$ cat config.mk
export PLATFORM = sky130hd
export DESIGN_NAME = fifo_rr_arbiter_flat
export DESIGN_NICKNAME = d
export VERILOG_FILES = /design/src/rtl/fifo_rr_arbiter_if.sv /design/src/rtl/fifo_rr_arbiter.sv /design/src/flat_wrapper.sv
export SDC_FILE = /design/constraint.sdc
export NUM_CORES = 1
export LEC_CHECK = 0
export ABC_AREA = 1
export CORE_MARGIN = 4
export CORE_UTILIZATION = 40
export DETAILED_ROUTE_END_ITERATION = 8
export GPL_TIMING_DRIVEN = 0
export HOLD_SLACK_MARGIN = 0.15
export PLACE_DENSITY_LB_ADDON = 0.12
export SYNTH_ARGS = -nofsm -noshare
export SYNTH_HDL_FRONTEND = slang
export SYNTH_SLANG_ARGS = --single-unit
$ cat constraint.sdc
create_clock -name clk -period 2.2 [get_ports clk]
set_input_delay 0.22 -clock clk [delete_from_list [all_inputs] [get_ports clk]]
set_output_delay 0.22 -clock clk [all_outputs]
set_load 0.01 [all_outputs]
$ cat src/rtl/fifo_rr_arbiter_if.sv
// Handshake bundle between the round-robin arbiter, its source FIFOs and the output sink.
// The master modport is the arbiter's view; the slave modport is the environment's view.
interface fifo_rr_arbiter_if #(
    parameter int WIDTH = 32,
    parameter int N     = 4
);
    localparam int SRC_W = (N > 1) ? $clog2(N) : 1;

    logic [N*WIDTH-1:0] in_data;
    logic [N-1:0]       in_empty;
    logic [N-1:0]       in_enable;
    logic [N-1:0]       in_rd_en;
    logic [WIDTH-1:0]   out_data;
    logic [SRC_W-1:0]   out_src;
    logic               out_valid;
    logic               out_ready;
    logic               busy;

    modport master (
        input  in_data, in_empty, in_enable, out_ready,
        output in_rd_en, out_data, out_src, out_valid, busy
    );

    modport slave (
        output in_data, in_empty, in_enable, out_ready,
        input  in_rd_en, out_data, out_src, out_valid, busy
    );
endinterface

$ cat src/rtl/fifo_rr_arbiter.sv
// Round-robin arbiter draining N FWFT FIFOs onto one registered valid/ready stream,
// granting one source for a burst of up to BURST words before rotating priority.
module fifo_rr_arbiter #(
    parameter int WIDTH = 32,
    parameter int N     = 4,
    parameter int BURST = 4
) (
    input  logic               clk,
    input  logic               srst,
    fifo_rr_arbiter_if.master  bus
);
    localparam int SRC_W = (N > 1) ? $clog2(N) : 1;
    localparam int CNT_W = $clog2(BURST + 1);

    typedef enum logic [0:0] {
        ST_IDLE  = 1'b0,
        ST_GRANT = 1'b1
    } state_e;

    state_e             state_q;
    logic [SRC_W-1:0]   grant_q;
    logic [SRC_W-1:0]   rr_ptr_q;
    logic [CNT_W-1:0]   cnt_q;
    logic [WIDTH-1:0]   out_data_q;
    logic [SRC_W-1:0]   out_src_q;
    logic               out_valid_q;

    logic [N-1:0]       elig_s;
    logic               found_s;
    logic [SRC_W-1:0]   pick_s;
    logic [WIDTH-1:0]   heads_s [N];
    logic               head_ok_s;
    logic               pop_s;
    logic [N-1:0]       rd_en_s;

    // Index (base + offset) mod N, used both for the priority search and pointer rotation
    function automatic logic [SRC_W-1:0] wrap_idx(input logic [SRC_W-1:0] base, input int offset);
        int sum_v;
        sum_v = (int'(base) + offset) % N;
        return SRC_W'(sum_v);
    endfunction

    // Unpack the flat head-word bus and qualify each source for arbitration
    always_comb begin
        elig_s = bus.in_enable & ~bus.in_empty;
        for (int i = 0; i < N; i++) begin
            heads_s[i] = bus.in_data[i*WIDTH +: WIDTH];
        end
    end

    // First eligible source at or after rr_ptr; descending scan so the nearest offset wins
    always_comb begin
        found_s = 1'b0;
        pick_s  = rr_ptr_q;
        for (int k = N - 1; k >= 0; k--) begin
            pick_s  = elig_s[wrap_idx(rr_ptr_q, k)] ? wrap_idx(rr_ptr_q, k) : pick_s;
            found_s = found_s | elig_s[wrap_idx(rr_ptr_q, k)];
        end
    end

    // Pop qualification for the granted source; reset suppresses any pop in its cycle
    always_comb begin
        head_ok_s = !bus.in_empty[grant_q] && bus.in_enable[grant_q];
        pop_s     = (state_q == ST_GRANT) && head_ok_s && (!out_valid_q || bus.out_ready) && !srst;
    end

    // One-hot pop strobe towards the granted FIFO
    always_comb begin
        rd_en_s = '0;
        if (pop_s) begin
            rd_en_s[grant_q] = 1'b1;
        end else begin
            rd_en_s = '0;
        end
    end

    // Arbitration FSM together with the output register it feeds
    always_ff @(posedge clk) begin
        if (srst) begin
            state_q     <= ST_IDLE;
            grant_q     <= '0;
            rr_ptr_q    <= '0;
            cnt_q       <= '0;
            out_data_q  <= '0;
            out_src_q   <= '0;
            out_valid_q <= 1'b0;
        end else begin
            case (state_q)
                ST_IDLE: begin
                    if (found_s) begin
                        grant_q <= pick_s;
                        cnt_q   <= '0;
                        state_q <= ST_GRANT;
                    end
                end
                ST_GRANT: begin
                    if (pop_s) begin
                        cnt_q <= cnt_q + CNT_W'(1);
                        if (cnt_q == CNT_W'(BURST - 1)) begin
                            state_q  <= ST_IDLE;
                            rr_ptr_q <= wrap_idx(grant_q, 1);
                        end
                    end else if (!head_ok_s) begin
                        // Source ran dry or was masked: give up the grant early
                        state_q  <= ST_IDLE;
                        rr_ptr_q <= wrap_idx(grant_q, 1);
                    end
                end
                default: begin
                    state_q <= ST_IDLE;
                end
            endcase

            if (pop_s) begin
                out_data_q  <= heads_s[grant_q];
                out_src_q   <= grant_q;
                out_valid_q <= 1'b1;
            end else if (out_valid_q && bus.out_ready) begin
                out_valid_q <= 1'b0;
            end
        end
    end

    assign bus.in_rd_en  = rd_en_s;
    assign bus.out_data  = out_data_q;
    assign bus.out_src   = out_src_q;
    assign bus.out_valid = out_valid_q;
    assign bus.busy      = (state_q == ST_GRANT);
endmodule

$ cat src/flat_wrapper.sv
// flat-port wrapper written by rule: the top's interface ports become plain ports
module fifo_rr_arbiter_flat 
#(
    parameter int WIDTH = 32,
    parameter int N     = 4,
    parameter int BURST = 4
)
  (clk, srst, bus_in_data, bus_in_empty, bus_in_enable, bus_out_ready, bus_in_rd_en, bus_out_data, bus_out_src, bus_out_valid, bus_busy);
  fifo_rr_arbiter_if #(.WIDTH(WIDTH), .N(N)) bus_i ();
  input  logic clk;
  input  logic srst;
  input wire logic [$bits(bus_i.in_data)-1:0] bus_in_data;
  input wire logic [$bits(bus_i.in_empty)-1:0] bus_in_empty;
  input wire logic [$bits(bus_i.in_enable)-1:0] bus_in_enable;
  input wire logic [$bits(bus_i.out_ready)-1:0] bus_out_ready;
  output wire logic [$bits(bus_i.in_rd_en)-1:0] bus_in_rd_en;
  output wire logic [$bits(bus_i.out_data)-1:0] bus_out_data;
  output wire logic [$bits(bus_i.out_src)-1:0] bus_out_src;
  output wire logic [$bits(bus_i.out_valid)-1:0] bus_out_valid;
  output wire logic [$bits(bus_i.busy)-1:0] bus_busy;
  assign bus_i.in_data = bus_in_data;
  assign bus_i.in_empty = bus_in_empty;
  assign bus_i.in_enable = bus_in_enable;
  assign bus_i.out_ready = bus_out_ready;
  assign bus_in_rd_en = bus_i.in_rd_en;
  assign bus_out_data = bus_i.out_data;
  assign bus_out_src = bus_i.out_src;
  assign bus_out_valid = bus_i.out_valid;
  assign bus_busy = bus_i.busy;
  fifo_rr_arbiter #(.WIDTH(WIDTH), .N(N), .BURST(BURST)) u_core (.clk(clk), .srst(srst), .bus(bus_i));
endmodule
-- Word-level counts from Yosys, hierarchy flattened
Index checks and enable logic that the tools add are counted.
Widths: inputs -> output; s select.
- output and inout port bits: 40
- logic and storage cells: 80
- flip-flop bits (word level): 43
- input port bits: 139
- mux-type cells: 35
- reduce and logical (&&, ||, !) cells: 14
- bitwise logic cells: 7
- equality and inequality tests: 5
- magnitude comparators: 7
- add/subtract/negate cells: 5
- operators with widths (operator ; number):
    $bmux 32 s2 ; 1
    $mux 32 ; 2
    $lt 2x3->1 const B ; 5
    $mux 2 ; 7
    $mux 1 ; 13
    $bmux 1 s2 ; 6
    $logic_and 1x1->1 ; 6
    $mux 3 ; 2
    $ne 2x2->1 const B ; 3
    $pmux 3 s2 ; 1
    $add 2x1->2 const B ; 2
    $add 2x2->2 const B ; 2
    $and 4x4->4 ; 1
    $mux 4 ; 1
    $not 4->4 ; 1
    $reduce_and 2->1 ; 2
    $add 3x1->3 const B ; 1
    $eq 3x2->1 const B ; 1
    $ge 3x3->1 const B ; 1
    $logic_not 1->1 ; 3
    $not 2->3 ; 1
    $or 1x1->1 ; 3
    $reduce_and 3->1 ; 1
    $demux 1 s2 ; 1
    other kinds (6) ; 6

-- Logic depth before layout (Yosys ltp)
- depth after elaboration: 9
- mapped depth: 12
- depth with buffers taken out: 11

-- Worst setup path after synthesis
OpenSTA, ideal clock, no wires.
- path kind: reg2out
- start point: register u_core.grant_q[0]
- end point: output bus_in_rd_en[0]
- cell stages (with the launch flop): 7
- slack: 693 ps
- data arrival time: 1287 ps
- required time: 1980 ps
- cell sequence: dfxtp_1 > buf_4 > o211ai_1 > o21ai_2 > nand2_4 > buf_4 > nor2_1
- word-level cells in the longest chain between the ends: 8
- RTL lines (what ; line ; RTL):
    start, declared ; fifo_rr_arbiter.sv:21 ; logic [SRC_W-1:0] grant_q;
    start signal, assigned ; fifo_rr_arbiter.sv:91 ; grant_q <= pick_s;
    branches (longest 7 deep; another with $lt 2x3->1) ; n/a ;
    $mux 4 (*) ; fifo_rr_arbiter.sv:70 ; if (pop_s) begin
    end, declared ; flat_wrapper.sv:16 ; output wire logic [$bits(bus_i.in_rd_en)-1:0] bus_in_rd_en;
Every way passes the cells marked *. The select of a mux whose other input is x is not followed.

-- Worst setup path after layout
Ends and elaborated chain as after synthesis.

==> reports/summary.txt <==
count of different cell masters after synthesis: 24
IO buf count: 177
post-layout instance area: 4820 um^2
relative slew slack: 0.643
Stages on worst setup path: 6
post-route ant nets: 0
hold depth: 2
Static Leak: 1.88 nW
Pre-antenna DRT Iters: 5
drc violations: 0
cts hold-fix bufs: 0
WS Path Type: reg -> out
R2R Setup Slk: 460 ps
Mapped Cells: 457
Max Clk Rate: 482 MHz
final design utilization: 0.705
gr usage total: 0.265
VDD IR-drop max: 371 uV
Seq cells post-synth: 43
clock tree sinks: 43
number of global-route vias before repair: 3854
Bufs on Longest Clock Path: 2
dpl ws: -381 ps
Comb power frac: 0.606
CP max FO: 11
htree depth: 2
Clock power frac: 0.131
Final Max Tran Viols: 0
unrepaired setup endpoints after global routing: false
YS warnings: 0
Worst-path clk slew: 90 ps
Initial Util: 0.415
critical path's largest stage delay: 410 ps
Avg Cell Area, Syn: 6.20 um^2
crit-path cells: inv_2 > buf_1 > ha_1 > inv_1 > nor2_1 > dlygate4sd2_1
Int Power: 0.00206 W
area occupied by multi-input gates: 1710 um^2
crit path DAT: 1850 ps
io pins: 179
Max stage delay cell, worst path: buf_1
Non-Filler Instances: 739
PD cells: 783 nW/um^2
Iteration-0 DRC Markers: 231
fillers: 630
DP Area: 4720 um^2
fin worst setup slack: 126 ps
Detailed Place HPWL: 8.81 mm
Via Count: 3859
Tcrit/Tclk final: 0.943
clk_skew: 7.32 ps
WL/cell: 15.3 um
Synth Net Count: 602
Hold Crit Class: in -> reg
CTS tree: yes
nets@finish: 787
critical path startpoint category: register
clock root buffer: clkbuf_8
Total Wirelength: 11.3 mm
vias per cell: 5.22
initial antenna violation count: 0
Die ar.: 8490 um^2
width of the die: 92.2 um
dpl cells: 730
number of buffers and inverters on the critical path: 4
row count: 30
endpoints failing hold: 0
Pwr Total: 0.00377 W
Seq/Total Area, Yosys: 0.304
Max Cap Viol: 0
CP delay by family, top: buffers and inverters
# setup viols final: 0
Flop pwr share: 0.263
clock latency on the worst-skew pair: 300 ps
Sw Ratio: 0.455
register area: 866 um^2
ant diodes: 0
Slew @ Worst Pin: 535 ps
area delta synth->final: 70.0%
largest net degree at the start of global routing: 14
first-pass GRT wire length: 18.5 mm
CTS Buf Count: 5
GRT overflow: 0
Core ar.: 6830 um^2
die height: 92.2 um
fin crit period: 2070 ps
NetSw: 0.00172 W
CP required: 1980 ps
layout cells sized above 1: 0.0700
Placer Congestion: 0.817
CP Capture Type: primary output
Synth Cell Area: 2830 um^2
status: finished, final reports clean
worst r2r path cells: 8
-- synthesized netlist by cell type --
| library cell | instances | area share |
|---|---|---|
| nor2_1 | 81 | 0.11 |
| nand2_1 | 72 | 0.095 |
| o21ai_0 | 69 | 0.12 |
| nand3_1 | 44 | 0.078 |
| dfxtp_1 | 43 | 0.30 |
| a21oi_1 | 36 | 0.064 |
| o22ai_1 | 32 | 0.071 |
| inv_1 | 22 | 0.029 |
| clkbuf_1 | 16 | 0.021 |
| buf_2 | 14 | 0.025 |
| buf_4 | 6 | 0.016 |
| ha_1 | 6 | 0.027 |
| inv_2 | 3 | 0.0040 |
| o211ai_1 | 2 | 0.0053 |
| o21ai_1 | 2 | 0.0035 |
| nand2_4 | 1 | 0.0040 |
| nand3_2 | 1 | 0.0035 |
| nand4_1 | 1 | 0.0022 |
| nor2_2 | 1 | 0.0022 |
| nor3_4 | 1 | 0.0057 |
| o21ai_2 | 1 | 0.0031 |
| or2_0 | 1 | 0.0022 |
| xnor2_1 | 1 | 0.0031 |
| xor2_1 | 1 | 0.0031 |
-- timing repair --
action,CTS,global route
setup endpoints to repair,4,4
setup buffers,1,1
pin swaps,1,3
gates resized for setup,9,9
-- worst paths after layout --
| path | from | endpoint |
|---|---|---|
| min | srst | u_core.bus.out_data[11]$_SDFFE_PP0P_ |
| max | u_core.grant_q[0]$_SDFFE_PP0P_ | bus_in_rd_en[0] |
| max reg2reg | u_core.grant_q[0]$_SDFFE_PP0P_ | u_core.bus.out_data[26]$_SDFFE_PP0P_ |
| min reg2reg | u_core.bus.out_data[7]$_SDFFE_PP0P_ | u_core.bus.out_data[7]$_SDFFE_PP0P_ |
-- metrics by stage --
step / TNS (ps) / hold slack, ps
6_report: 0 / 363
5_1_grt: 0 / 386
4_1_cts: 0 / 350
3_5_place_dp: -1440 / 454
3_3_place_gp: -1340 / 447
2_1_floorplan: 0 / 415
-- sequential cells by signal, indices dropped and copies added (netlist names) --
| signal | flops |
|---|---|
| u_core.rr_ptr_q | 2 |
| u_core.bus.out_valid | 1 |
| u_core.bus.out_data | 32 |
| u_core.grant_q | 2 |
| u_core.bus.busy | 1 |
| u_core.cnt_q | 3 |
| u_core.bus.out_src | 2 |
-- placed cells by master, fill, tap and decap left out, types with 2 or more instances in the layout --
cell type and count:
clkbuf_1 14, a21oi_1 36, buf_2 14, o211ai_1 2
clkbuf_8 5, nand2_1 72, buf_4 7, ha_1 6
o21ai_0 69, clkbuf_2 4, dfxtp_1 41, clkdlybuf4s50_1 173
nor2_2 2, inv_2 4, inv_1 21, nand3_1 44
o21ai_1 2, o22ai_1 32, clkinv_2 3, nor2_1 80
-- cell families (layout without fill, tap and decap cells) --
family / count (synthesis) / after routing / synth area share
compound gates: 142 / 142 / 0.268
xor+xnor: 2 / 2 / 0.00618
fa+ha+maj: 6 / 6 / 0.0265
buf+inv: 61 / 247 / 0.0950
flops: 43 / 43 / 0.304
simple gates: 203 / 203 / 0.300
-- layout make-up --
type / instances / share of cell area
Sequential cell: 43 / 0.180
Inverter: 25 / 0.0195
Buffer: 35 / 0.0351
Tap cell: 96 / 0.0249
Clock inverter: 3 / 0.00312
Timing Repair Buffer: 179 / 0.368
Clock buffer: 5 / 0.0143
Multi-Input combinational cell: 353 / 0.356
-- per-layer routing --
layer,GRT usage,vias to the layer above,wire (um)
met2,0.465,162,5630
met4,0.0743,0,261
met5,0,-,0
met3,0.0788,21,1050
li1,-,1913,-
met1,0.312,1763,4390
-- power groups by stage --
stage	logic [W]	clock network, W	registers [W]
final	0.00229	0.000495	0.000991
after global routing	0.00255	0.000535	0.00101
after CTS	0.00227	0.000501	0.000985
after detailed placement	0.00224	0	0.000997
after global placement	0.00218	0	0.000995
after floorplan	0.00135	0	0.00102
(Power assumes the default switching activity.)
